`config.mk`:
```
export PLATFORM = sky130hd
export DESIGN_NAME = riego_demand_gen
export DESIGN_NICKNAME = d
export VERILOG_FILES = /design/src/rtl/riego_pkg.sv /design/src/rtl/riego_zone_ctl.sv /design/src/rtl/riego_demand_gen.sv
export SDC_FILE = /design/constraint.sdc
export NUM_CORES = 1
export LEC_CHECK = 0
export ABC_AREA = 1
export ABC_CLOCK_PERIOD_IN_PS = 3750
export CAP_MARGIN = 20
export CORE_AREA = 5 5 62 64
export DETAILED_ROUTE_END_ITERATION = 12
export DIE_AREA = 0 0 67 69
export PLACE_DENSITY = 0.82
export SLEW_MARGIN = 20
export SYNTH_ARGS = -nofsm -noshare
export SYNTH_HDL_FRONTEND = slang
export SYNTH_SLANG_ARGS = --single-unit
```
`constraint.sdc`:
```
create_clock -name clk -period 3.75 [get_ports clk]
set_input_delay 1.125 -clock clk [delete_from_list [all_inputs] [get_ports clk]]
set_output_delay 1.125 -clock clk [all_outputs]
set_load 0.005 [all_outputs]
```
`src/rtl/riego_pkg.sv`:
```
// Shared types and constants for the irrigation demand generator.
package riego_pkg;

  typedef enum logic [1:0] {
    IDLE  = 2'd0,
    REQ   = 2'd1,
    WATER = 2'd2,
    HOLD  = 2'd3
  } zone_state_t;

  localparam logic [1:0] E_OK   = 2'b01;
  localparam logic [1:0] G_NONE = 2'b00;
  localparam logic [1:0] G_Z0   = 2'b01;
  localparam logic [1:0] G_Z1   = 2'b10;
  localparam logic [1:0] G_BOTH = 2'b11;

  function automatic int unsigned max3(input int unsigned a, input int unsigned b,
                                       input int unsigned c);
    int unsigned m;
    m = (a > b) ? a : b;
    return (m > c) ? m : c;
  endfunction

endpackage

```
`src/rtl/riego_zone_ctl.sv`:
```
// One zone's demand FSM: hysteresis request, min/max watering time, timeout
// fault and fixed holdoff after any error or timeout.
module riego_zone_ctl
  import riego_pkg::*;
#(
  parameter int unsigned MOIST_W     = 8,
  parameter int unsigned DRY_TH      = 80,
  parameter int unsigned WET_TH      = 120,
  parameter int unsigned MIN_ON      = 16,
  parameter int unsigned MAX_ON      = 200,
  parameter int unsigned REQ_TIMEOUT = 32,
  parameter int unsigned HOLDOFF     = 64
) (
  input  logic               clk_i,
  input  logic               reset_i,
  input  logic [MOIST_W-1:0] moist_i,
  input  logic               valve_i,
  input  logic               err_i,
  input  logic               clr_fault_i,
  output logic               busy_o,
  output logic               fault_o
);

  localparam int unsigned CNT_W = $clog2(max3(MAX_ON, REQ_TIMEOUT, HOLDOFF) + 1);
  localparam logic [CNT_W-1:0] CNT_SAT = '1;

  zone_state_t      state_q, state_d;
  logic [CNT_W-1:0] cnt_q, cnt_d;
  logic             fault_q, fault_d;
  logic             fault_set;
  logic             is_dry, is_wet;

  assign is_dry = moist_i <  MOIST_W'(DRY_TH);
  assign is_wet = moist_i >= MOIST_W'(WET_TH);

  always_ff @(posedge clk_i) begin
    if (reset_i) begin
      state_q <= IDLE;
      cnt_q   <= '0;
      fault_q <= 1'b0;
    end else begin
      state_q <= state_d;
      cnt_q   <= cnt_d;
      fault_q <= fault_d;
    end
  end

  // Next state in per-state priority order, then counter and sticky fault.
  always_comb begin
    state_d   = state_q;
    fault_set = 1'b0;
    case (state_q)
      IDLE: begin
        if (!err_i && is_dry) state_d = REQ;
      end
      REQ: begin
        if (err_i) begin
          state_d = HOLD;
        end else if (valve_i) begin
          state_d = WATER;
        end else if (cnt_q == CNT_W'(REQ_TIMEOUT - 1)) begin
          state_d   = HOLD;
          fault_set = 1'b1;
        end
      end
      WATER: begin
        if (err_i) begin
          state_d = HOLD;
        end else if (cnt_q == CNT_W'(MAX_ON - 1)) begin
          state_d   = HOLD;
          fault_set = 1'b1;
        end else if (!valve_i) begin
          state_d = REQ;
        end else if (cnt_q >= CNT_W'(MIN_ON - 1) && is_wet) begin
          state_d = IDLE;
        end
      end
      HOLD: begin
        if (cnt_q == CNT_W'(HOLDOFF - 1)) state_d = IDLE;
      end
      default: state_d = IDLE;
    endcase

    if (state_d != state_q) begin
      cnt_d = '0;
    end else if (state_q != IDLE && cnt_q != CNT_SAT) begin
      cnt_d = cnt_q + CNT_W'(1);
    end else begin
      cnt_d = cnt_q;
    end

    if (fault_set) begin
      fault_d = 1'b1;
    end else if (clr_fault_i) begin
      fault_d = 1'b0;
    end else begin
      fault_d = fault_q;
    end
  end

  assign busy_o  = (state_q == REQ) || (state_q == WATER);
  assign fault_o = fault_q;

endmodule

```
`src/rtl/riego_demand_gen.sv`:
```
// Per-garden requester: two independent zone controllers feeding the G demand code.
module riego_demand_gen
  import riego_pkg::*;
#(
  parameter int unsigned MOIST_W     = 8,
  parameter int unsigned DRY_TH      = 80,
  parameter int unsigned WET_TH      = 120,
  parameter int unsigned MIN_ON      = 16,
  parameter int unsigned MAX_ON      = 200,
  parameter int unsigned REQ_TIMEOUT = 32,
  parameter int unsigned HOLDOFF     = 64
) (
  input  logic               clk,
  input  logic               reset,
  input  logic [MOIST_W-1:0] moist0,
  input  logic [MOIST_W-1:0] moist1,
  input  logic [1:0]         R,
  input  logic [1:0]         E,
  input  logic               clr_fault,
  output logic [1:0]         G,
  output logic [1:0]         busy,
  output logic [1:0]         fault
);

  logic       err_c;
  logic [1:0] zone_busy;
  logic [1:0] zone_fault;

  assign err_c = (E != E_OK);

  riego_zone_ctl #(
    .MOIST_W(MOIST_W), .DRY_TH(DRY_TH), .WET_TH(WET_TH), .MIN_ON(MIN_ON),
    .MAX_ON(MAX_ON), .REQ_TIMEOUT(REQ_TIMEOUT), .HOLDOFF(HOLDOFF)
  ) u_zone0 (
    .clk_i(clk), .reset_i(reset), .moist_i(moist0), .valve_i(R[0]),
    .err_i(err_c), .clr_fault_i(clr_fault), .busy_o(zone_busy[0]), .fault_o(zone_fault[0])
  );

  riego_zone_ctl #(
    .MOIST_W(MOIST_W), .DRY_TH(DRY_TH), .WET_TH(WET_TH), .MIN_ON(MIN_ON),
    .MAX_ON(MAX_ON), .REQ_TIMEOUT(REQ_TIMEOUT), .HOLDOFF(HOLDOFF)
  ) u_zone1 (
    .clk_i(clk), .reset_i(reset), .moist_i(moist1), .valve_i(R[1]),
    .err_i(err_c), .clr_fault_i(clr_fault), .busy_o(zone_busy[1]), .fault_o(zone_fault[1])
  );

  assign G     = zone_busy;
  assign busy  = zone_busy;
  assign fault = zone_fault;

endmodule

```
# Yosys cells after proc, flatten, opt, wreduce, memory -nomap -nowiden
# Index checks and enable logic that the tools add are counted.
# totals
input_bits	23
register_bits	22
output_inout_bits	6
wordCells	83
# op_classes
muxes	35
n_reduce_logical	17
magnitude_cmp	6
addsub	2
n_eq_ne	17
# ops
cell	count
2-to-1 mux 2 bit	18
adder 8 x 1 -> 8 bit (second input constant)	2
equality test 8 x 5 -> 1 bit (second input constant)	2
equality test 8 x 6 -> 1 bit (second input constant)	2
equality test 8 bit (second input constant)	2
greater-or-equal comparator 8 x 4 -> 1 bit (second input constant)	2
greater-or-equal comparator 8 x 7 -> 1 bit (second input constant)	2
< comparator 8 x 7 -> 1 bit (second input constant)	2
!= test 8 bit (second input constant)	2
one-hot mux 2 bit (4 select lines)	2
2-to-1 mux 1 bit	13
equality test 2 bit (second input constant)	4
nonzero test 2 bit	4
logical AND 1 bit	6
equality test 2 x 1 -> 1 bit (second input constant)	2
logical NOT 2 bit	2
!= test 2 bit	2
one-hot mux 1 bit (2 select lines)	2
OR reduction 2 bit	2
logical OR 1 bit	2
!= test 2 x 1 -> 1 bit (second input constant)	1
logical NOT 1 bit	1

# Longest topological paths before layout
# Gate-level depths: netlist of the first run.
# logic_depth
depth_word	9
ltp_mapped	14
ltp_nobuf	14

# Modules after synthesis
# From an unflattened synthesis of the first run, not the netlist that was laid out.
# hier_totals
cells_unflattened	268
hier_area_um2	1886.8
# by_module_without_submodules
mod	seq_area_each_um2	cells_each	area_per_inst_um2	instances
riego_zone_ctl	220.2	132	932.1	2
riego_demand_gen	0.0	4	22.5	1

# Worst setup path before layout of the first run
# OpenSTA, ideal clock, no wires.
# synth_path
kind	input to register
from	input E[0]
to	register u_zone1.cnt_q[7]
stages	13
arrival_ns	2.117
required_ns	3.631
setup_time_ns	0.119
path_slack_ns	1.515
path_buffers	0
path_cell_list	inv_1 -> nor2_4 -> inv_2 -> o21ai_1 -> inv_1 -> nand2_1 -> nand2_1 -> nor2_1 -> nand3_1 -> nand2_2 -> nor2_4 -> nand2_4 -> nor2_2
# synth_between
elab_chain_len	7
word_cells_on_any_way	9
cone_classes	eq/ne (2); mux (4); reduce/logical (3)
# synth_lines
item	line	rtl
from (decl)	riego_demand_gen.sv:18	input logic [1:0] E,
!= test 2 x 1 -> 1 bit (*)	riego_demand_gen.sv:29	assign err_c = (E != E_OK);
logical NOT 1 bit	riego_zone_ctl.sv:54	if (!err_i && is_dry) state_d = REQ;
logical AND 1 bit	riego_zone_ctl.sv:54	
2-to-1 mux 2 bit	riego_zone_ctl.sv:54	
one-hot mux 2 bit (4 select lines) (*)	riego_zone_ctl.sv:52	case (state_q)
!= test 2 bit (*)	riego_zone_ctl.sv:84	if (state_d != state_q) begin
OR reduction 2 bit (no line) (*)	-	
to (signal assigned)	riego_zone_ctl.sv:43	cnt_q <= cnt_d;
to (decl)	riego_zone_ctl.sv:28	logic [CNT_W-1:0] cnt_q, cnt_d;
# Every way passes the cells marked *; elsewhere a longest branch is shown, timed or not.
# A chain may end at the register's enable or synchronous reset.

# Final worst setup path of the first run
# layout_path
from	register u_zone1.state_q[0]
to	output G[1]
# layout_between
elab_chain_len	2
word_cells_on_any_way	3
cone_classes	eq/ne (2); reduce/logical (1)
# layout_lines
item	line	rtl
from (decl)	riego_zone_ctl.sv:27	zone_state_t state_q, state_d;
from (signal assigned)	riego_zone_ctl.sv:42	state_q <= state_d;
equality test 2 x 1 -> 1 bit or equality test 2 bit (tied branches)	riego_zone_ctl.sv:101	assign busy_o = (state_q == REQ) || (state_q == WATER);
logical OR 1 bit (*)	riego_zone_ctl.sv:101	
to (decl)	riego_demand_gen.sv:20	output logic [1:0] G,
# Marked as above.

==> out/qor.yml, run 1 <==
sta:
  grt_setup_unrepaired: "no"
  finalSetupViolCount: 0
  worst-slew-pin-transition_ns: 0.293
  holdWs_ns: 0.474
  fmax_mhz: 338
  maxSlewHeadroom_pct: 80.3
  fin_crit_sh_pct: 78.9
  fin_setup_tns_ns: 0
  fin_crit_ns: 2.96
  final-hold-violation-count: 0
  skew_ns: 0.00138
  finalWorstSetupSlack_ns: 0.793
  slew_viol_final: 0
global_route:
  antenna_found_initial: 0
  grt_first_pass_wirelength_mm: 6.32
  grtUsageTotal_pct: 16.8
  grt_max_degree: 14
  grt-ovfl-total: 0
  grt_pass1_vias: 1561
logic_synthesis:
  synth_cells: 265
  netlist_area_sq_um: 1770
  synthTopCellsByArea: "dfxtp_1 (25%), nand2_1 (14%), ha_1 (8.5%), inv_1 (8.5%), nand3_1 (7.4%)"
  synth.yosys.warnings: 0
  yosysTopAreaCell: "dfxtp_1"
  synth-edff-count: 0
  synthTopCellsByCount: "nand2_1 (66), inv_1 (40), nand3_1 (26)"
  yosysTopAreaCellShare_pct: 24.9
  synth_cell_types: 25
  synth_flop_cell: "dfxtp_1"
  syn_avg_cell_area_sq_um: 6.66
  ys_async_sr_fraction_pct: 0
  syn-num-nets: 300
  synth-seq-area-share_pct: 24.9
  ys_ff_latch: 22
  yosysMostFrequentCell: "nand2_1"
worst_hold_path:
  hp-class: "register to register"
  hold_start: "u_zone1.fault_o"
  hold_end: "u_zone1.fault_o"
  whs_path_depth: 2
run:
  drv_cap: 0
worst_setup_path:
  path_buf_inv: 2
  worst-r2r-cell-count: 12
  path_max_fanout: 7
  rr_endpoint: "u_zone1.cnt_q[0]"
  path_class: "register to primary output"
  critical-path-slowest-cell: "clkdlybuf4s50_1"
  cp-end-kind: "primary output"
  worstPathArrival_ns: 1.83
  worstReg2RegStart: "u_zone1.state_q[0]"
  path_delay_family: "buffers and inverters"
  regToRegSetupSlack_ns: 1.93
  path_cells: "inv_1 > ha_1 > clkdlybuf4s50_1"
  slowest_delay_ns: 0.51
  required_ns: 2.62
  cp-start-kind: "register"
cts:
  cts.htree.levels: 1
  hold_buffers: 0
  clockBufferDepth: 2
  clk_latency_ns: 0.32
  clkSinkCount: 22
  cts_setup_buffers: 0
  cts_tree: "built"
  post_cts_resized: 0
  cts_buffers: 3
  clockRootBuffer: "clkbuf_4"
  clkTransAtPathRegs_ns: 0.12
floorplanning:
  core-area_sq_um: 3230
  pin_count: 29
  rows: 21
  die_h_um: 69
  initial_utilization_pct: 54.6
  fp.dieW_um: 67
  die-area_sq_um: 4620
drt:
  wirelength_mm: 3.61
  viasPerCell: 4.97
  route.vias.total: 1644
  drc: 0
  antenna_left: 0
  drt_pass1_iterations: 4
  drt_iter0_drc: 126
  routedWlPerCell_um: 10.9
pwr:
  p_leak_nw: 0.955
  ir_drop_uv: 424
  p_per_area_nw_per_um2: 526
final_layout:
  syn_to_final_growth_pct: 16.2
  fin_nets: 321
  n_antenna_cell: 0
  layout-drive-gt1-share_pct: 13.7
place:
  portBuffers: 22
  pre_cts_ws_ns: 0.857
  place_congestion: 0.869
  dpl.hpwl_mm: 2.78
status:
  status: "completed"
## final cells by class
class / count / area (sq um)
Fill cell: 301 / 1180
Multi-Input combinational cell: 194 / 1120
Sequential cell: 22 / 440
Timing Repair Buffer: 22 / 220
Inverter: 43 / 161
Tap cell: 46 / 57.6
Clock inverter: 1 / 30.0
Clock buffer: 3 / 22.5
## state kept, by name (all words and copies together), names as in the netlist
signal           cells
u_zone0.cnt_q        8
u_zone0.fault_o      1
u_zone0.state_q      2
u_zone1.cnt_q        8
u_zone1.fault_o      1
u_zone1.state_q      2
## layout by cell type, fill, tap and decap left out, drive strengths merged
master         count
xnor2              3
bufinv             1
o211ai             1
xor2              10
nor3              10
nand2             73
nand3             27
dfxtp             22
ha                12
a21oi              6
nor2              36
o21ai             10
inv               43
o31ai              2
clkdlybuf4s50     22
nand4              3
mux2i              1
clkbuf             3
## layer usage
layer  track usage [%]  share of wire, %
met5                 0                 0
met1              20.0                45
met2              29.5                49
met4              6.76               2.0
met3              2.11               4.1
## tightest hold or removal path, stage by stage, from the launching register on
cell and delay, ns:
dfxtp_1 0.33, nand2_1 0.06, a21oi_1 0.05
## logic make-up (layout without fill, tap and decap cells)
| logic type | Yosys count | after routing | share of synthesized area, % |
|---|---|---|---|
| DFF | 22 | 22 | 24.9 |
| and+or+nand+nor | 149 | 149 | 41.5 |
| buffers and inverters | 49 | 69 | 11.7 |
| AOI/OAI and AO/OA | 19 | 19 | 6.31 |
| xor gates and xnor gates | 13 | 13 | 6.45 |
| muxes | 1 | 1 | 0.567 |
| adders and majority gates | 12 | 12 | 8.50 |
## per-stage QoR
step                std cells  util, %  total power, mW  area (sq um)
floorplan                 265        -            0.761          1770
CTS                       331     63.5             1.08          2050
global route              331     63.5             1.17          2050
global placement          327     61.8            0.877          2000
detailed placement        327     61.8            0.893          2000
finish                    331     63.5             1.08          2050
## power by group
part,switching (mW),internal [mW],leakage [nW]
Combinational,0.366,0.228,0.749
Sequential,0.0403,0.259,0.178
Clock,0.0766,0.108,0.0279
Total,0.483,0.595,0.955
## worst max path at each step
stage | from | endpoint | depth (start not counted)
global placement | E[0] | u_zone0.cnt_q[6] | 13
CTS | u_zone1.state_q[0] | G[1] | 3
detailed placement | E[0] | u_zone0.cnt_q[6] | 13
global route | u_zone0.state_q[1] | busy[0] | 3
floorplan | E[0] | u_zone1.cnt_q[7] | 13
finish | u_zone1.state_q[0] | G[1] | 3
(Power assumes the default switching activity.)
==> run 2, diff against run 1 <==
--- a/config.mk
+++ b/config.mk
@@ -6,12 +6,12 @@
 export NUM_CORES = 1
 export LEC_CHECK = 0
 export ABC_AREA = 1
-export ABC_CLOCK_PERIOD_IN_PS = 3750
+export ABC_CLOCK_PERIOD_IN_PS = 2800
 export CAP_MARGIN = 20
-export CORE_AREA = 5 5 62 64
+export CORE_AREA = 5 5 64 66
 export DETAILED_ROUTE_END_ITERATION = 12
-export DIE_AREA = 0 0 67 69
-export PLACE_DENSITY = 0.82
+export DIE_AREA = 0 0 69 71
+export PLACE_DENSITY = 0.78
 export SLEW_MARGIN = 20
 export SYNTH_ARGS = -nofsm -noshare
 export SYNTH_HDL_FRONTEND = slang
==> constraint.sdc (replaced) <==
create_clock -name clk -period 2.8 [get_ports clk]
set_input_delay 0.84 -clock clk [delete_from_list [all_inputs] [get_ports clk]]
set_output_delay 0.84 -clock clk [all_outputs]
set_load 0.005 [all_outputs]
==> out/qor.yml, run 2 (same netlist as run 1, synthesis figures left out) <==
final_layout:
  final_cell_mix: "nand2_1 (66), inv_1 (40), nand3_1 (26)"  # unchanged
  finalCoreUtilization_pct: 58.0  # was 63.5%
  layout_commonest_cell: "nand2_1"  # unchanged
  fin_nets: 322  # was 321
  n_antenna_cell: 0  # unchanged
  syn_to_final_growth_pct: 15.8  # was 16.2%
  reg_top3: "u_zone0.cnt_q: 8 flops, u_zone1.cnt_q: 8 flops"  # unchanged
  layout-drive-gt1-share_pct: 14.0  # was 13.7%
  nFillCells: 376  # was 301
worst_setup_path:
  regToRegSetupSlack_ns: 0.99  # was 1.93 ns
  required_ns: 1.96  # was 2.62 ns
  worst-path-stages: 3  # unchanged
  critical-path-slowest-cell: "clkdlybuf4s50_1"  # unchanged
  worstPathArrival_ns: 1.82  # was 1.83 ns
  worstReg2RegStart: "u_zone1.state_q[0]"  # unchanged
  path_class: "register to primary output"  # unchanged
  path_delay_family: "buffers and inverters"  # unchanged
  cp-start-kind: "register"  # unchanged
  path_cells: "inv_1 > ha_1 > clkdlybuf4s50_1"  # unchanged
  cp-startpoint: "u_zone1.state_q[0]"  # unchanged
  worst-r2r-cell-count: 12  # unchanged
  path_max_fanout: 7  # unchanged
  rr_endpoint: "u_zone1.cnt_q[0]"  # unchanged
  endpoint: "G[1]"  # unchanged
  slowest_delay_ns: 0.51  # about the same
  path_buf_inv: 2  # unchanged
  cp-end-kind: "primary output"  # unchanged
cts:
  cts_setup_buffers: 0  # unchanged
  clockRootBuffer: "clkbuf_4"  # unchanged
  cts.htree.levels: 1  # unchanged
  hold_buffers: 0  # unchanged
  cts_tree: "built"  # unchanged
  post_cts_resized: 0  # unchanged
  clockBufferDepth: 2  # unchanged
  clkSinkCount: 22  # unchanged
  clk_latency_ns: 0.31  # was 0.32 ns
  cts_buffers: 3  # unchanged
  clkTransAtPathRegs_ns: 0.12  # about the same
global_route:
  grtUsageTotal_pct: 14.7  # was 16.8%
  grt_max_degree: 13  # was 14
  grt_pass1_vias: 1536  # was 1561
  grt_first_pass_wirelength_mm: 6.23  # was 6.32 mm
  antenna_found_initial: 0  # unchanged
  grt-ovfl-total: 0  # unchanged
sta:
  worst-slew-pin-transition_ns: 0.263  # was 0.293 ns
  fin_setup_tns_ns: 0  # unchanged
  maxSlewHeadroom_pct: 82.4  # was 80.3%
  fmax_mhz: 376
  slew_viol_final: 0  # unchanged
  finalSetupViolCount: 0  # unchanged
  grt_setup_unrepaired: "no"  # unchanged
  final-hold-violation-count: 0  # unchanged
  fin_crit_sh_pct: 95.0
  fin_crit_ns: 2.66
  skew_ns: 0.00158  # was 0.00138 ns
  holdWs_ns: 0.468  # was 0.474 ns
floorplanning:
  die_h_um: 71  # was 69 um
  pin_count: 29  # unchanged
  core-area_sq_um: 3520  # was 3230 sq um
  fp.dieW_um: 69  # was 67 um
  die-area_sq_um: 4900  # was 4620 sq um
  initial_utilization_pct: 50.1  # was 54.6%
  rows: 22  # was 21
drt:
  routedWlPerCell_um: 10.3  # was 10.9 um
  drt_pass1_iterations: 4  # unchanged
  viasPerCell: 4.75  # was 4.97
  drc: 0  # unchanged
  route.vias.total: 1587  # was 1644
  antenna_left: 0  # unchanged
  drt_iter0_drc: 97  # was 126
  wirelength_mm: 3.44  # was 3.61 mm
place:
  portBuffers: 22  # unchanged
  place_congestion: 0.858  # was 0.869
  dpl.hpwl_mm: 2.75  # was 2.78 mm
pwr:
  ir_drop_uv: 352  # was 424 uV
  p_per_area_nw_per_um2: 661  # was 526 nW/um^2
  p_leak_nw: 0.953  # was 0.955 nW
  report.power.total_mw: 1.35  # was 1.08 mW
worst_hold_path:
  hp-class: "register to register"  # unchanged
  whs_path_depth: 2  # unchanged
run:
  drv_cap: 0  # unchanged
status:
  status: "completed"  # unchanged
[run 2: cell count changes in the layout (fill, tap and decap cells not counted), sizes merged]
cell	previous run	this run
bufinv	1	0
clkbuf	3	4
buf	0	1
[run 2: cell type report]
| type | instances | area (sq um) | share of cell area, % |
|---|---|---|---|
| tap | 48 | 60.1 | 2.94 |
| clock buffer | 4 | 36.3 | 1.77 |
| sequential | 22 | 440 | 21.5 |
| timing repair buffer | 23 | 228 | 11.1 |
| multi-input combinational | 194 | 1120 | 54.7 |
| inverter | 43 | 161 | 7.89 |
[run 2: routing by layer]
layer,GRT usage (%),wire (um),vias up
met2,26.7,1610,32
met5,0,0,-
met4,6.29,52,0
met1,17.6,1680,686
met3,1.42,96,6
li1,-,-,863
[run 2: power by group]
group / total (mW) / switching (mW) / internal, mW
registers: 0.399 / 0.0519 / 0.347
logic: 0.778 / 0.473 / 0.305
clock network: 0.174 / 0.0946 / 0.0795
total: 1.35 / 0.619 / 0.732
[run 2: worst min path at each step]
stage                               start              end  slack (ns)
after global placement    u_zone0.fault_o  u_zone0.fault_o        0.45
after CTS                 u_zone1.fault_o  u_zone1.fault_o        0.47
after floorplan           u_zone0.fault_o  u_zone0.fault_o        0.44
final                     u_zone1.fault_o  u_zone1.fault_o        0.47
after detailed placement  u_zone1.fault_o  u_zone1.fault_o        0.46
after global routing      u_zone1.fault_o  u_zone1.fault_o        0.51
[run 2: stage by stage]
stage | setup slack, ns | instance area (sq um) | cells
2_1_floorplan | 0.850 | 1770 | 265
3_3_place_gp | 0.314 | 2010 | 330
3_5_place_dp | 0.251 | 2010 | 330
4_1_cts | 0.142 | 2040 | 334
5_1_grt | 0.0369 | 2040 | 334
6_report | 0.140 | 2040 | 334
[run 2: worst min-delay path, cell delays in order (launching register included)]
cell and delay (ns):
dfxtp_1 0.33, nand2_1 0.06, a21oi_1 0.05
